[config.mk]
export PLATFORM = sky130hd
export DESIGN_NAME = axi_tdd_ng_counter
export DESIGN_NICKNAME = d
export VERILOG_FILES = /design/src/rtl/axi_tdd_ng_counter.sv
export SDC_FILE = /design/constraint.sdc
export NUM_CORES = 1
export LEC_CHECK = 0
export BUFFER_PORTS_ARGS = -buffer_cell sky130_fd_sc_hd__buf_4
export CAP_MARGIN = 25
export CORE_ASPECT_RATIO = 1.1
export CORE_UTILIZATION = 54
export CTS_CLUSTER_DIAMETER = 150
export DETAILED_ROUTE_END_ITERATION = 7
export HOLD_SLACK_MARGIN = 0.06
export PLACE_DENSITY = 0.81
export SLEW_MARGIN = 20
export SYNTH_ARGS = -nofsm -noshare
export SYNTH_HDL_FRONTEND = slang
export SYNTH_SLANG_ARGS = --single-unit
[constraint.sdc]
create_clock -name clk -period 5.4 [get_ports clk]
set_input_delay 1.35 -clock clk [delete_from_list [all_inputs] [get_ports clk]]
set_output_delay 1.35 -clock clk [all_outputs]
set_load 0.02 [all_outputs]
[src/rtl/axi_tdd_ng_counter.sv]
// TDD timing core: IDLE/ARMED/WAITING/RUNNING sequencer with frame and burst counting.
// Strobes are computed from next-cycle values so they line up with the counter they describe.
module axi_tdd_ng_counter #(
  parameter int REGISTER_WIDTH    = 32,
  parameter int BURST_COUNT_WIDTH = 32
) (
  input  logic                         clk,
  input  logic                         rst,
  input  logic                         tdd_enable,
  input  logic                         tdd_sync_rst,
  input  logic                         tdd_sync,
  input  logic [REGISTER_WIDTH-1:0]    tdd_startup_delay,
  input  logic [REGISTER_WIDTH-1:0]    tdd_frame_length,
  input  logic [BURST_COUNT_WIDTH-1:0] tdd_burst_count,
  output logic [REGISTER_WIDTH-1:0]    tdd_counter,
  output logic [1:0]                   tdd_cstate,
  output logic                         tdd_endof_frame,
  output logic                         tdd_endof_burst
);

  typedef enum logic [1:0] {
    ST_IDLE    = 2'b00,
    ST_ARMED   = 2'b01,
    ST_WAITING = 2'b10,
    ST_RUNNING = 2'b11
  } state_t;

  state_t                       r_state;
  logic [REGISTER_WIDTH-1:0]    r_counter;
  logic [BURST_COUNT_WIDTH-1:0] r_frame_cnt;
  logic [REGISTER_WIDTH-1:0]    r_delay;
  logic [REGISTER_WIDTH-1:0]    r_frame_len;
  logic [BURST_COUNT_WIDTH-1:0] r_burst;
  logic                         r_endof_frame;
  logic                         r_endof_burst;

  state_t                       w_state_nxt;
  logic [REGISTER_WIDTH-1:0]    w_counter_nxt;
  logic [BURST_COUNT_WIDTH-1:0] w_frame_cnt_nxt;
  logic [REGISTER_WIDTH-1:0]    w_delay_nxt;
  logic [REGISTER_WIDTH-1:0]    w_frame_len_nxt;
  logic [BURST_COUNT_WIDTH-1:0] w_burst_nxt;
  logic                         w_trigger;
  logic                         w_eof_now;
  logic                         w_burst_end_now;
  logic                         w_eof_nxt;
  logic                         w_eob_nxt;

  assign w_trigger = tdd_sync &&
                     ((r_state == ST_ARMED) ||
                      (tdd_sync_rst && (r_state == ST_WAITING || r_state == ST_RUNNING)));

  assign w_eof_now       = (r_state == ST_RUNNING) && (r_counter == r_frame_len);
  assign w_burst_end_now = w_eof_now && (r_burst != '0) &&
                           (r_frame_cnt == r_burst - BURST_COUNT_WIDTH'(1));

  // NOTE: every signal gets a default before the branches so no path leaves it unassigned (no latch).
  always_comb begin
    w_state_nxt     = r_state;
    w_counter_nxt   = r_counter;
    w_frame_cnt_nxt = r_frame_cnt;
    w_delay_nxt     = r_delay;
    w_frame_len_nxt = r_frame_len;
    w_burst_nxt     = r_burst;

    if (!tdd_enable) begin
      w_state_nxt     = ST_IDLE;
      w_counter_nxt   = '0;
      w_frame_cnt_nxt = '0;
    end else if (w_trigger) begin
      w_delay_nxt     = tdd_startup_delay;
      w_frame_len_nxt = tdd_frame_length;
      w_burst_nxt     = tdd_burst_count;
      w_counter_nxt   = '0;
      w_frame_cnt_nxt = '0;
      w_state_nxt     = (tdd_startup_delay != '0) ? ST_WAITING : ST_RUNNING;
    end else begin
      unique case (r_state)
        ST_IDLE: begin
          w_state_nxt   = ST_ARMED;
          w_counter_nxt = '0;
        end
        ST_ARMED: w_counter_nxt = '0;
        ST_WAITING: begin
          if (r_counter == r_delay - REGISTER_WIDTH'(1)) begin
            w_state_nxt   = ST_RUNNING;
            w_counter_nxt = '0;
          end else begin
            w_counter_nxt = r_counter + REGISTER_WIDTH'(1);
          end
        end
        ST_RUNNING: begin
          if (w_eof_now) begin
            w_counter_nxt = '0;
            // Saturate so an infinite burst never aliases back onto a small count
            if (r_frame_cnt != '1)
              w_frame_cnt_nxt = r_frame_cnt + BURST_COUNT_WIDTH'(1);
            if (w_burst_end_now)
              w_state_nxt = ST_ARMED;
          end else begin
            w_counter_nxt = r_counter + REGISTER_WIDTH'(1);
          end
        end
        default: w_state_nxt = ST_IDLE;
      endcase
    end
  end

  assign w_eof_nxt = (w_state_nxt == ST_RUNNING) && (w_counter_nxt == w_frame_len_nxt);
  assign w_eob_nxt = w_eof_nxt && (w_burst_nxt != '0) &&
                     (w_frame_cnt_nxt == w_burst_nxt - BURST_COUNT_WIDTH'(1));

  // NOTE: sequential state uses non-blocking assignments so all registers update together at the edge.
  always_ff @(posedge clk or posedge rst) begin
    if (rst) begin
      r_state       <= ST_IDLE;
      r_counter     <= '0;
      r_frame_cnt   <= '0;
      r_delay       <= '0;
      r_frame_len   <= '0;
      r_burst       <= '0;
      r_endof_frame <= 1'b0;
      r_endof_burst <= 1'b0;
    end else begin
      r_state       <= w_state_nxt;
      r_counter     <= w_counter_nxt;
      r_frame_cnt   <= w_frame_cnt_nxt;
      r_delay       <= w_delay_nxt;
      r_frame_len   <= w_frame_len_nxt;
      r_burst       <= w_burst_nxt;
      r_endof_frame <= w_eof_nxt;
      r_endof_burst <= w_eob_nxt;
    end
  end

  assign tdd_counter     = r_counter;
  assign tdd_cstate      = r_state;
  assign tdd_endof_frame = r_endof_frame;
  assign tdd_endof_burst = r_endof_burst;

endmodule

Word level (Yosys, flattened, before mapping). Cells that the tools add are included.

Add/subtract/negate cells: 5. Eq/ne operators: 10. Muxes and demuxes: 21. Reductions and logical operators: 16.

Operator list (count): $mux W32 (13); $eq A32 B32 Y1 (5); $pmux W32 S3 (1); $reduce_bool A32 Y1 (3); $sub A32 B1 Y32 const B (3); $add A32 B1 Y32 const B (2); $ne A32 B32 Y1 const B (1); $mux W2 (5); $logic_and A1 B1 Y1 (8); $eq A2 B2 Y1 const B (3); $pmux W2 S3 (1); $eq A2 B1 Y1 const B (1); $logic_not A2 Y1 (1); $logic_or A1 B1 Y1 (2); $reduce_and A2 Y1 (1); $reduce_or A2 Y1 (1); $mux W1 (1).

Register bits: 164. Input port bits: 101. Output and inout bits: 36. Word-level logic and storage cells: 60.

Logic depth before layout (Yosys ltp). Gate-level depths: netlist of run 1.

Depth in word-level cells: 13. Mapped depth: 20. Mapped depth without buffers: 14.

Worst setup path after synthesis of run 1. Ideal clock, no wire load.

Kind: input -> register. Start point: in tdd_sync_rst. End point: reg r_endof_burst (netlist: tdd_endof_burst). Setup time: 96 ps. Data arrival time: 5873 ps. Slack: -568 ps. Cell stages on the path: 19. Cell sequence: mux2i_1 nor2_1 clkbuf_1 clkbuf_1 clkbuf_1 buf_1 clkbuf_1 nor2_1 a21oi_1 ha_1 nand3_1 o21ai_0 nand3_1 nor4_1 xnor2_1 xnor2_1 or3_1 or4_1 nor4_2.

Cells in the longest elaborated chain, start to end: 9. Elaborated cells between the ends (all ways): 21. Classes of those cells: add/sub (1); eq/ne (3); mux (10); reduce/logical (7).

Ends and longest elaborated chain: start: declaration (line 10) `input logic tdd_sync_rst,`; $logic_and A1 B1 Y1 * (line 51) `(tdd_sync_rst && (r_state == ST_WAITING || r_state == ST_RUNNING)));`; $logic_or A1 B1 Y1 * (line 50) `((r_state == ST_ARMED) ||`; $logic_and A1 B1 Y1 * (line 49) `assign w_trigger = tdd_sync &&`; branches (longest 5 deep; another with $sub A32 B1 Y32); $logic_and A1 B1 Y1 * (line 110) `assign w_eob_nxt = w_eof_nxt && (w_burst_nxt != '0) &&`; via w_eob_nxt (line 47) `logic w_eob_nxt;`; end signal: assignment (line 132) `r_endof_burst <= w_eob_nxt;`; end: declaration (line 35) `logic r_endof_burst;`.

Mark *: on every way through the listed nets, which the timed path passes. A chain may end at the register's enable or synchronous reset.

Worst setup path after layout of run 1.
Start point: reg r_counter[7] (netlist: tdd_counter[7]). End point: reg r_endof_burst (netlist: tdd_endof_burst).

Elaborated cells between the ends (all ways): 27. Classes of those cells: add/sub (1); eq/ne (5); mux (15); reduce/logical (6).

RTL lines: start: declaration (line 29) `logic [REGISTER_WIDTH-1:0] r_counter;`; start signal: assignment (line 126) `r_counter <= w_counter_nxt;`; $eq A32 B32 Y1 (line 53) `assign w_eof_now = (r_state == ST_RUNNING) && (r_counter == r_frame_len);`; $logic_and A1 B1 Y1 (line 53); $mux W32 (line 93) `if (w_eof_now) begin`; $mux W32 (line 78) `unique case (r_state)`; $mux W32 (line 70) `end else if (w_trigger) begin`; $mux W32 (line 66) `if (!tdd_enable) begin`; via w_frame_cnt_nxt[13] (line 39) `logic [BURST_COUNT_WIDTH-1:0] w_frame_cnt_nxt;`; $eq A32 B32 Y1 (line 111) `(w_frame_cnt_nxt == w_burst_nxt - BURST_COUNT_WIDTH'(1));`; $logic_and A1 B1 Y1 (line 110); via w_eob_nxt (line 47).

The timed path passes the listed nets, and every way through them passes these cells.

==> flow_metrics.tcl, run 1 <==
set metrics [dict create \
    leakage_uw 0.005839 \
    ir_drop_uv 229.8 \
    postSynthAreaPerCell_um2 8.166 \
    ys_warn_count 0 \
    drt-total-wl_mm 42.75 \
    critPathKind "reg -> reg" \
    yosys-top-cells-area "dfrtp_1 34%, xnor2_1 10%, nand2_1 7.3%" \
    fin_worst_skew_ns 0.01390 \
    ant_nets 0 \
    syn_area_um2 12200 \
    wl_met1_mm 15.78 \
    final_cells 1905 \
    place.gp.congestion 1.040 \
    worstPathCellList "xor2_1, nor4_1, nand4_1, or2_1, buf_4, nor3_1, mux2i_1, xnor2_1, mux2i_1, nand4_1, or4_1, nor4_2" \
    crit_required_ns 5.75 \
    worstHoldStart "r_delay[18]$_DFFE_PP0P_" \
    synth_cell_types 73 \
    p_per_area_nw_per_um2 340.0 \
    fin_crit_sh_pct 93.69 \
    grt_max_degree 165 \
    synth.area.mux_share_pct 4.902 \
    post-dp-hpwl_mm 33.04 \
    htreeDepth 4 \
    cts_resized 0 \
    cts-root-buf "clkbuf_16" \
    rsz0062_at_grt "false" \
    grt_overflow_total 0 \
    post_drt_wl_per_cell_um 22.44 \
    r2r_start "tdd_counter[7]$_DFF_PP0_" \
    hold_violations 0 \
    wl_met3_mm 2.489 \
    end_kind "register" \
    met2_length_mm 21.32 \
    layout.nets 1703 \
    hold_path.class "reg -> reg" \
    synth.largest_area_cell "dfrtp_1" \
    vias 12000 \
    drcViolationCount 0 \
    r2r-end "tdd_endof_burst$_DFF_PP0_" \
    rr_worst_depth 12 \
    syn_inst 1494 \
    ios 137 \
    post_cts_buffers 0 \
    synthSimpleGateAreaFrac_pct 30.53 \
    firstDrtPassIters 7 \
    synth-xor-area-share_pct 16.06 \
    top_layer "met4" \
    maxSlewViolCount 0 \
    tritoncts "built" \
    synth_compound_area_share_pct 9.620 \
    drv_cap 0 \
    synth-seq-cells 164 \
    die_width_um 145.3 \
    initial_core_util_pct 55.18 \
    dp.cells 1872 \
    worstSetupStartpointType "register" \
    hold_depth 2 \
    min_to "r_delay[18]$_DFFE_PP0P_" \
    dieArea_um2 23200 \
    crit_slowest_cell "or2_1" \
    place.port_buffers 136 \
    synth_top_family_by_area "simple AND/OR/NAND/NOR gates" \
    synth_edf_count 0 \
    cts.sinks 164 \
    timing.fmax_mhz 197.7 \
    synthArstFlopShare_pct 100.0 \
    path_clk_slew_ns 0.07 \
    status "finished clean" \
    vias_per_cell 6.298 \
    cts_inserted_buffers 17 \
    ff2ff_setup_slack_ns 0.34 \
    grt_usage_pct 37.62 \
    synth_top_area_share_pct 33.64 \
    arrival_ns 5.41 \
    die_height_um 159.7 \
    grt_first_pass_wirelength_mm 66.85 \
    ctsHoldBuffers 0 \
    synth_nets 1601 \
    clk_latency_ns 0.44 \
    seq_area_frac_synth_pct 33.64 \
    antenna_found_initial 1 \
    holdWs_ns 0.5283 \
    syn_to_final_growth_pct 16.12 \
    synth-adder-area-share_pct 0.6153 \
    max_slew_margin_pct 31.73 \
    slowest_delay_ns 0.75 \
    ys.flop_type "dfrtp_1" \
    grt_pass1_vias 12140 \
    worstMarginPinSlew_ns 1.024 \
    drive_gt1_share_pct 15.10 \
    core_area_um2 22110 \
    setup-violations-final 0 \
    cts_buffer_depth 2 \
    cp_max_fo 29 \
    rows 57 \
    min_period_ns 5.059 \
    drt_iter0_drc 970 \
]
[cell usage after synthesis, types with 8 or more instances]
| master | count |
|---|---|
| and3_1 | 11 |
| xor2_1 | 82 |
| buf_1 | 12 |
| mux2i_1 | 44 |
| inv_1 | 52 |
| nor3_1 | 53 |
| and2_1 | 8 |
| or4_1 | 23 |
| nand2b_1 | 11 |
| nor4_1 | 58 |
| xnor2_1 | 139 |
| nand4_1 | 50 |
| nor2b_1 | 14 |
| a21oi_1 | 43 |
| o211ai_1 | 9 |
| or3_1 | 37 |
| clkbuf_1 | 68 |
| a31oi_1 | 12 |
| nand3_1 | 56 |
| nor2_1 | 105 |
| dfrtp_1 | 164 |
| o21ai_0 | 38 |
| and4_1 | 15 |
| o31ai_1 | 13 |
| nand2_1 | 238 |
| mux2_2 | 14 |
[state kept, by name (all words and copies together) (netlist names)]
signal / flops
tdd_endof_burst: 1
tdd_cstate: 2
tdd_endof_frame: 1
r_burst: 32
r_frame_cnt: 32
r_frame_len: 32
r_delay: 32
tdd_counter: 32
[cells in the final DEF (no fill, tap or decap), types with 5 or more instances in the layout]
| cell | Yosys | layout |
|---|---|---|
| o31ai_1 | 13 | 13 |
| or3_1 | 37 | 37 |
| nor2b_1 | 14 | 14 |
| mux2i_1 | 44 | 44 |
| inv_1 | 52 | 51 |
| o211ai_1 | 9 | 9 |
| nor4_1 | 58 | 58 |
| a22oi_1 | 6 | 6 |
| nand3b_1 | 7 | 7 |
| ha_1 | 6 | 6 |
| nand2_1 | 238 | 237 |
| or2_2 | 7 | 7 |
| nor2_1 | 105 | 104 |
| o21ai_0 | 38 | 38 |
| inv_6 | 0 | 5 |
| xor2_1 | 82 | 82 |
| or4_1 | 23 | 23 |
| a31oi_1 | 12 | 12 |
| a211oi_1 | 5 | 5 |
| and2_1 | 8 | 8 |
| and3_1 | 11 | 11 |
| clkbuf_16 | 0 | 17 |
| nor3_1 | 53 | 53 |
| nand4_1 | 50 | 50 |
| dfrtp_1 | 164 | 164 |
| o22ai_1 | 7 | 7 |
| nand3_1 | 56 | 56 |
| a21oi_1 | 43 | 43 |
| nor4b_1 | 7 | 7 |
| nand2b_1 | 11 | 11 |
| nand4b_1 | 5 | 5 |
| mux2_2 | 14 | 14 |
| buf_4 | 0 | 170 |
| and4_1 | 15 | 15 |
| xnor2_1 | 139 | 139 |
[per-layer routing]
layer | up-vias | global-route usage [%]
met1 | 5742 | 42.40
li1 | 5495 | -
met5 | - | 0
met3 | 173 | 5.343
met4 | 0 | 26.03
met2 | 588 | 65.91
[final cells by class]
cell class	count	area (um^2)
fill	1942	7941
multi-input combinational	1189	7541
sequential	164	4104
timing repair buffer	172	1316
clock buffer	19	452.9
tap	295	369.1
inverter	52	198.9
clock inverter	13	182.7
antenna	1	2.502
[how the worst max path moves through the flow]
stage,from,endpoint,slack (ns),depth (start not counted)
after CTS,r_delay[0]$_DFFE_PP0P_,tdd_endof_burst$_DFF_PP0_,0.63,13
after detailed placement,tdd_enable,tdd_endof_burst$_DFF_PP0_,0.37,13
after floorplan,tdd_sync_rst,tdd_endof_burst$_DFF_PP0_,-0.33,19
after global routing,r_delay[13]$_DFFE_PP0P_,tdd_endof_burst$_DFF_PP0_,0.12,12
after global placement,tdd_enable,tdd_endof_burst$_DFF_PP0_,0.49,13
final,tdd_counter[7]$_DFF_PP0_,tdd_endof_burst$_DFF_PP0_,0.34,12
[kinds of logic after synthesis]
family,Yosys count
simple gates,725
flops,164
mux,58
fa+ha+maj,6
xor+xnor,222
compound gates,178
buf+inv,141
[critical path, delay by kind of cell (launching register included)]
family / cells / cell delay [ns]
flops: 1 / 0.46
buf+inv: 1 / 0.36
mux: 2 / 0.97
simple gates: 7 / 2.67
xor+xnor: 2 / 0.47
[through the flow]
step	setup slack (ns)	total power (uW)	TNS, ns	instance area [um^2]	utilization (%)
floorplan	-0.3253	2870	-0.3253	12210	-
global placement	0.4902	3405	0	13530	61.19
detailed placement	0.3670	3437	0	13530	61.19
CTS	0.6342	4782	0	14160	64.07
global route	0.1182	5042	0	14170	64.08
finish	0.3406	4817	0	14170	64.08
[where the power goes]
part | total, uW | switching (uW) | internal [uW]
registers | 1750 | 309 | 1440
clock network | 1350 | 583 | 771
logic | 1710 | 1010 | 702
total | 4820 | 1900 | 2910
Power figures use the tool's default switching activity.
==> run 2, diff against run 1 <==
--- a/config.mk
+++ b/config.mk
@@ -13,6 +13,7 @@
 export DETAILED_ROUTE_END_ITERATION = 7
 export HOLD_SLACK_MARGIN = 0.06
 export PLACE_DENSITY = 0.81
+export REMOVE_ABC_BUFFERS = 1
 export SLEW_MARGIN = 20
 export SYNTH_ARGS = -nofsm -noshare
 export SYNTH_HDL_FRONTEND = slang
==> run 2 against run 1 <==
Compared with the run above: hold slack worse by 0.017 ns; power is 2.8% lower; global-route usage is 0.62 points lower; worst setup slack better by 0.28 ns.
==> flow_metrics.tcl, run 2 (synthesized netlist as in run 1, its figures left out) <==
set metrics [dict create \
    cts_resized 0 \
    antenna_found_initial 0 \
    drt_iter0_drc 973 \
    tritoncts "built" \
    ctsHoldBuffers 0 \
    clk_latency_ns 0.45 \
    drive_gt1_share_pct 15.83 \
    crit_required_ns 5.75 \
    vias 12160 \
    cts.sinks 164 \
    die_height_um 159.7 \
    timing.fmax_mhz 209.4 \
    leakage_uw 0.005908 \
    rsz0062_at_grt "false" \
    fin_crit_sh_pct 88.43 \
    final_core_util_pct 64.44 \
    grt_usage_pct 37.00 \
    place.gp.congestion 0.9542 \
    dieArea_um2 23200 \
    grt_pass1_vias 11670 \
    layout.nets 1717 \
    max_slew_margin_pct 34.51 \
    worstMarginPinSlew_ns 0.9824 \
    grt_overflow_total 0 \
    end_kind "register" \
    arrival_ns 5.13 \
    min_period_ns 4.775 \
    firstDrtPassIters 5 \
    place.port_buffers 136 \
    p_per_area_nw_per_um2 328.6 \
    fin_worst_skew_ns 0.01487 \
    cp_max_fo 25 \
    syn_to_final_growth_pct 16.78 \
    power_uw 4682 \
    grt_max_degree 98 \
    cts_buffer_depth 2 \
    drv_cap 0 \
    grt_first_pass_wirelength_mm 65.77 \
    hold_violations 0 \
    ant_nets 0 \
    cts_inserted_buffers 17 \
    ir_drop_uv 183.2 \
    hold_path.class "reg -> reg" \
    core_area_um2 22110 \
    final_common_cell "nand2_1" \
    htreeDepth 4 \
    drcViolationCount 0 \
    post_cts_buffers 0 \
    cts-root-buf "clkbuf_16" \
    maxSlewViolCount 0 \
    layout_common_cells "237 x nand2_1, 183 x buf_4, 164 x dfrtp_1" \
    status "finished clean" \
    antenna_cells 0 \
    worstSetupStartpointType "register" \
    ios 137 \
    rows 57 \
    setup-violations-final 0 \
    critPathKind "reg -> reg" \
    post_drt_wl_per_cell_um 22.05 \
    drt-total-wl_mm 42.28 \
    vias_per_cell 6.338 \
    post-dp-hpwl_mm 32.86 \
    initial_core_util_pct 55.18 \
    path_clk_slew_ns 0.08 \
    holdWs_ns 0.5116 \
    nFillCells 1944 \
    die_width_um 145.3 \
]
==> run 2: final cells by class <==
| type | instances | area, um^2 | share of cell area (%) |
|---|---|---|---|
| sequential | 164 | 4104 | 28.80 |
| clock inverter | 14 | 152.6 | 1.071 |
| inverter | 52 | 200.2 | 1.405 |
| clock buffer | 18 | 439.2 | 3.082 |
| tap | 295 | 369.1 | 2.591 |
| multi-input combinational | 1189 | 7541 | 52.93 |
| timing repair buffer | 186 | 1441 | 10.12 |
==> run 2: report_power, final <==
group / internal [uW] / switching (uW) / leakage (uW)
registers: 1440 / 322 / 0.00212
clock network: 633 / 614 / 0.000292
logic: 703 / 970 / 0.00349
==> run 2: layer usage <==
layer  GRT usage (%)  routed length, um  up-vias
met5               0                  0        -
met4           20.14               2270        0
met3           5.686               3137      127
met2           63.26              20860      609
met1           44.84              16020     5887
li1                -                  -     5533
==> run 2: final timing paths <==
check	endpoint	startpoint	depth (start not counted)	slack, ns
max reg2reg	tdd_endof_burst$_DFF_PP0_	r_delay[4]$_DFFE_PP0P_	11	0.62
min reg2reg	r_delay[31]$_DFFE_PP0P_	r_delay[31]$_DFFE_PP0P_	2	0.51
min in group asynchronous	r_frame_cnt[29]$_DFF_PP0_	rst	2	0.91
max in group asynchronous	r_burst[10]$_DFF_PP0_	rst	3	3.74
max	tdd_endof_burst$_DFF_PP0_	r_delay[4]$_DFFE_PP0P_	11	0.62
min	r_delay[31]$_DFFE_PP0P_	r_delay[31]$_DFFE_PP0P_	2	0.51
==> run 2: critical path, cell delays in order, from the launching register on <==
cell,delay [ns]
dfrtp_1,0.47
or3_1,0.56
or4_4,0.66
nor4b_2,0.38
mux2i_1,0.30
nand4_1,0.19
nor4_1,0.34
a21o_2,0.54
and3_1,0.29
o211ai_1,0.11
or4_4,0.54
nor4_2,0.26
==> run 2: per-stage QoR <==
stage	std cells	setup slack, ns	instance area, um^2	TNS, ns
6_report	1918	0.6249	14250	0
5_1_grt	1918	0.3692	14250	0
4_1_cts	1917	0.6727	14220	0
3_5_place_dp	1885	0.3694	13630	0
3_3_place_gp	1885	0.4797	13630	0
2_1_floorplan	1405	-3.360	11830	-139.25
==> run 3, diff against run 2 <==
--- a/config.mk
+++ b/config.mk
@@ -9,12 +9,12 @@
 export CAP_MARGIN = 25
 export CORE_ASPECT_RATIO = 1.1
 export CORE_UTILIZATION = 54
+export CTS_BUF_LIST = sky130_fd_sc_hd__clkbuf_16
 export CTS_CLUSTER_DIAMETER = 150
 export DETAILED_ROUTE_END_ITERATION = 7
 export HOLD_SLACK_MARGIN = 0.06
 export PLACE_DENSITY = 0.81
 export REMOVE_ABC_BUFFERS = 1
-export SLEW_MARGIN = 20
 export SYNTH_ARGS = -nofsm -noshare
 export SYNTH_HDL_FRONTEND = slang
 export SYNTH_SLANG_ARGS = --single-unit
==> run 3 against run 2 <==
Compared with the run above: critical path depth unchanged; combinational power about the same; global-route usage hardly changed; sequential cell count unchanged; non-clock buffer count unchanged; count of clock-buffer cells in the layout is 1 lower; worst setup slack got worse by 0.013 ns; clock power barely moved; clock skew about the same; utilization barely moved; fmax decreased by 0.26%; register-to-register slack hardly changed; largest cell class unchanged; highest routed layer unchanged.
==> flow_metrics.tcl, run 3 (synthesized netlist as in run 1, its figures left out) <==
set metrics [dict create \
    path_clk_slew_ns 0.08 \
    end_kind "register" \
    cts.sinks 164 \
    post-dp-hpwl_mm 32.86 \
    vias 12070 \
    cts-root-buf "clkbuf_16" \
    layout.nets 1717 \
    syn_to_final_growth_pct 16.70 \
    switching_share_pct 40.87 \
    place.port_buffers 136 \
    grt_pass1_vias 11660 \
    final_common_cell "nand2_1" \
    power_frac_comb_pct 35.9 \
    ant_nets 0 \
    rsz0062_at_grt "false" \
    drv_cap 0 \
    cp_max_fo 25 \
    drcViolationCount 0 \
    drive_gt1_share_pct 15.77 \
    max_slew_margin_pct 35.43 \
    fin_worst_skew_ns 0.01495 \
    post_drt_wl_per_cell_um 22.08 \
    grt_first_pass_wirelength_mm 65.75 \
    core_area_um2 22110 \
    firstDrtPassIters 5 \
    crit_required_ns 5.75 \
    drt-total-wl_mm 42.35 \
    antenna_cells 0 \
    status "finished clean" \
    post_cts_buffers 0 \
    hold_violations 0 \
    htreeDepth 4 \
    vias_per_cell 6.292 \
    cts_buffer_depth 2 \
    hold_path.class "reg -> reg" \
    tritoncts "built" \
    power_uw 4669 \
    dieArea_um2 23200 \
    grt_usage_pct 36.99 \
    die_width_um 145.3 \
    rows 57 \
    antenna_found_initial 0 \
    setup-violations-final 0 \
    ir_drop_uv 184.1 \
    p_int_uw 2761 \
    p_per_area_nw_per_um2 328.0 \
    cts_inserted_buffers 17 \
    maxSlewViolCount 0 \
    ctsHoldBuffers 0 \
    grt_max_degree 98 \
    layout_common_cells "237 x nand2_1, 183 x buf_4, 164 x dfrtp_1" \
    dp.cells 1885 \
    fin_crit_sh_pct 88.66 \
    holdWs_ns 0.5117 \
    clk_latency_ns 0.45 \
    clkPwrFrac_pct 26.4 \
    drt_iter0_drc 971 \
    arrival_ns 5.14 \
    grt_overflow_total 0 \
    worstMarginPinSlew_ns 0.9686 \
    worstSetupStartpointType "register" \
    leakage_uw 0.005902 \
    ff2ff_setup_slack_ns 0.61 \
    ios 137 \
    pwr-share-seq_pct 37.8 \
    cts_resized 0 \
    setup_tns_ns 0 \
    final_cells 1918 \
    min_period_ns 4.788 \
    timing.fmax_mhz 208.9 \
    critPathKind "reg -> reg" \
    switchingPower_uw 1908 \
    initial_core_util_pct 55.18 \
    place.gp.congestion 0.9542 \
    die_height_um 159.7 \
]
-- run 3: routing by layer --
| layer | global-route usage [%] | up-vias | part of all wire (%) |
|---|---|---|---|
| li1 | - | 5530 | - |
| met1 | 44.82 | 5858 | 39 |
| met2 | 63.29 | 546 | 49 |
| met3 | 5.686 | 134 | 6.9 |
| met4 | 20.10 | 0 | 5.6 |
| met5 | 0 | - | 0 |
-- run 3: final timing paths --
kind,start,end,cells past startpoint
worst max-delay path,r_delay[4]$_DFFE_PP0P_,tdd_endof_burst$_DFF_PP0_,11
worst min-delay path,r_delay[31]$_DFFE_PP0P_,r_delay[31]$_DFFE_PP0P_,2
worst max register to register,r_delay[4]$_DFFE_PP0P_,tdd_endof_burst$_DFF_PP0_,11
worst min register to register,r_delay[31]$_DFFE_PP0P_,r_delay[31]$_DFFE_PP0P_,2
max in group asynchronous,rst,r_burst[10]$_DFF_PP0_,4
min in group asynchronous,rst,r_frame_cnt[29]$_DFF_PP0_,2
-- run 3: critical path, cell delays in order (launching register included) --
cell and delay, ns:
dfrtp_1 0.48, or3_1 0.56, or4_4 0.66, nor4b_2 0.39, mux2i_1 0.29, nand4_1 0.19, nor4_1 0.34, a21o_2 0.54
and3_1 0.29, o211ai_1 0.11, or4_4 0.54, nor4_2 0.26
-- run 3: power by group through the flow --
| stage | Clock, uW | Sequential [uW] | Combinational [uW] |
|---|---|---|---|
| after floorplan | 0 | 1670 | 1170 |
| after global placement | 0 | 1760 | 1610 |
| final | 1230 | 1760 | 1670 |
| after global routing | 1280 | 1790 | 1830 |
| after detailed placement | 0 | 1770 | 1640 |
| after CTS | 1230 | 1750 | 1650 |
-- run 3: cell type report --
type / count / area, um^2
multi-input combinational: 1189 / 7541
sequential: 164 / 4104
clock buffer: 17 / 425.4
fill: 1947 / 7871
clock inverter: 15 / 156.4
timing repair buffer: 186 / 1441
tap: 295 / 369.1
inverter: 52 / 200.2
-- run 3: per-stage QoR --
step	cell area [um^2]	utilization, %	setup WS [ns]
6_report	14240	64.40	0.6122
5_1_grt	14240	64.40	0.3711
4_1_cts	14210	64.27	0.6737
3_5_place_dp	13630	61.64	0.3694
3_3_place_gp	13630	61.64	0.4797
2_1_floorplan	11830	-	-3.360
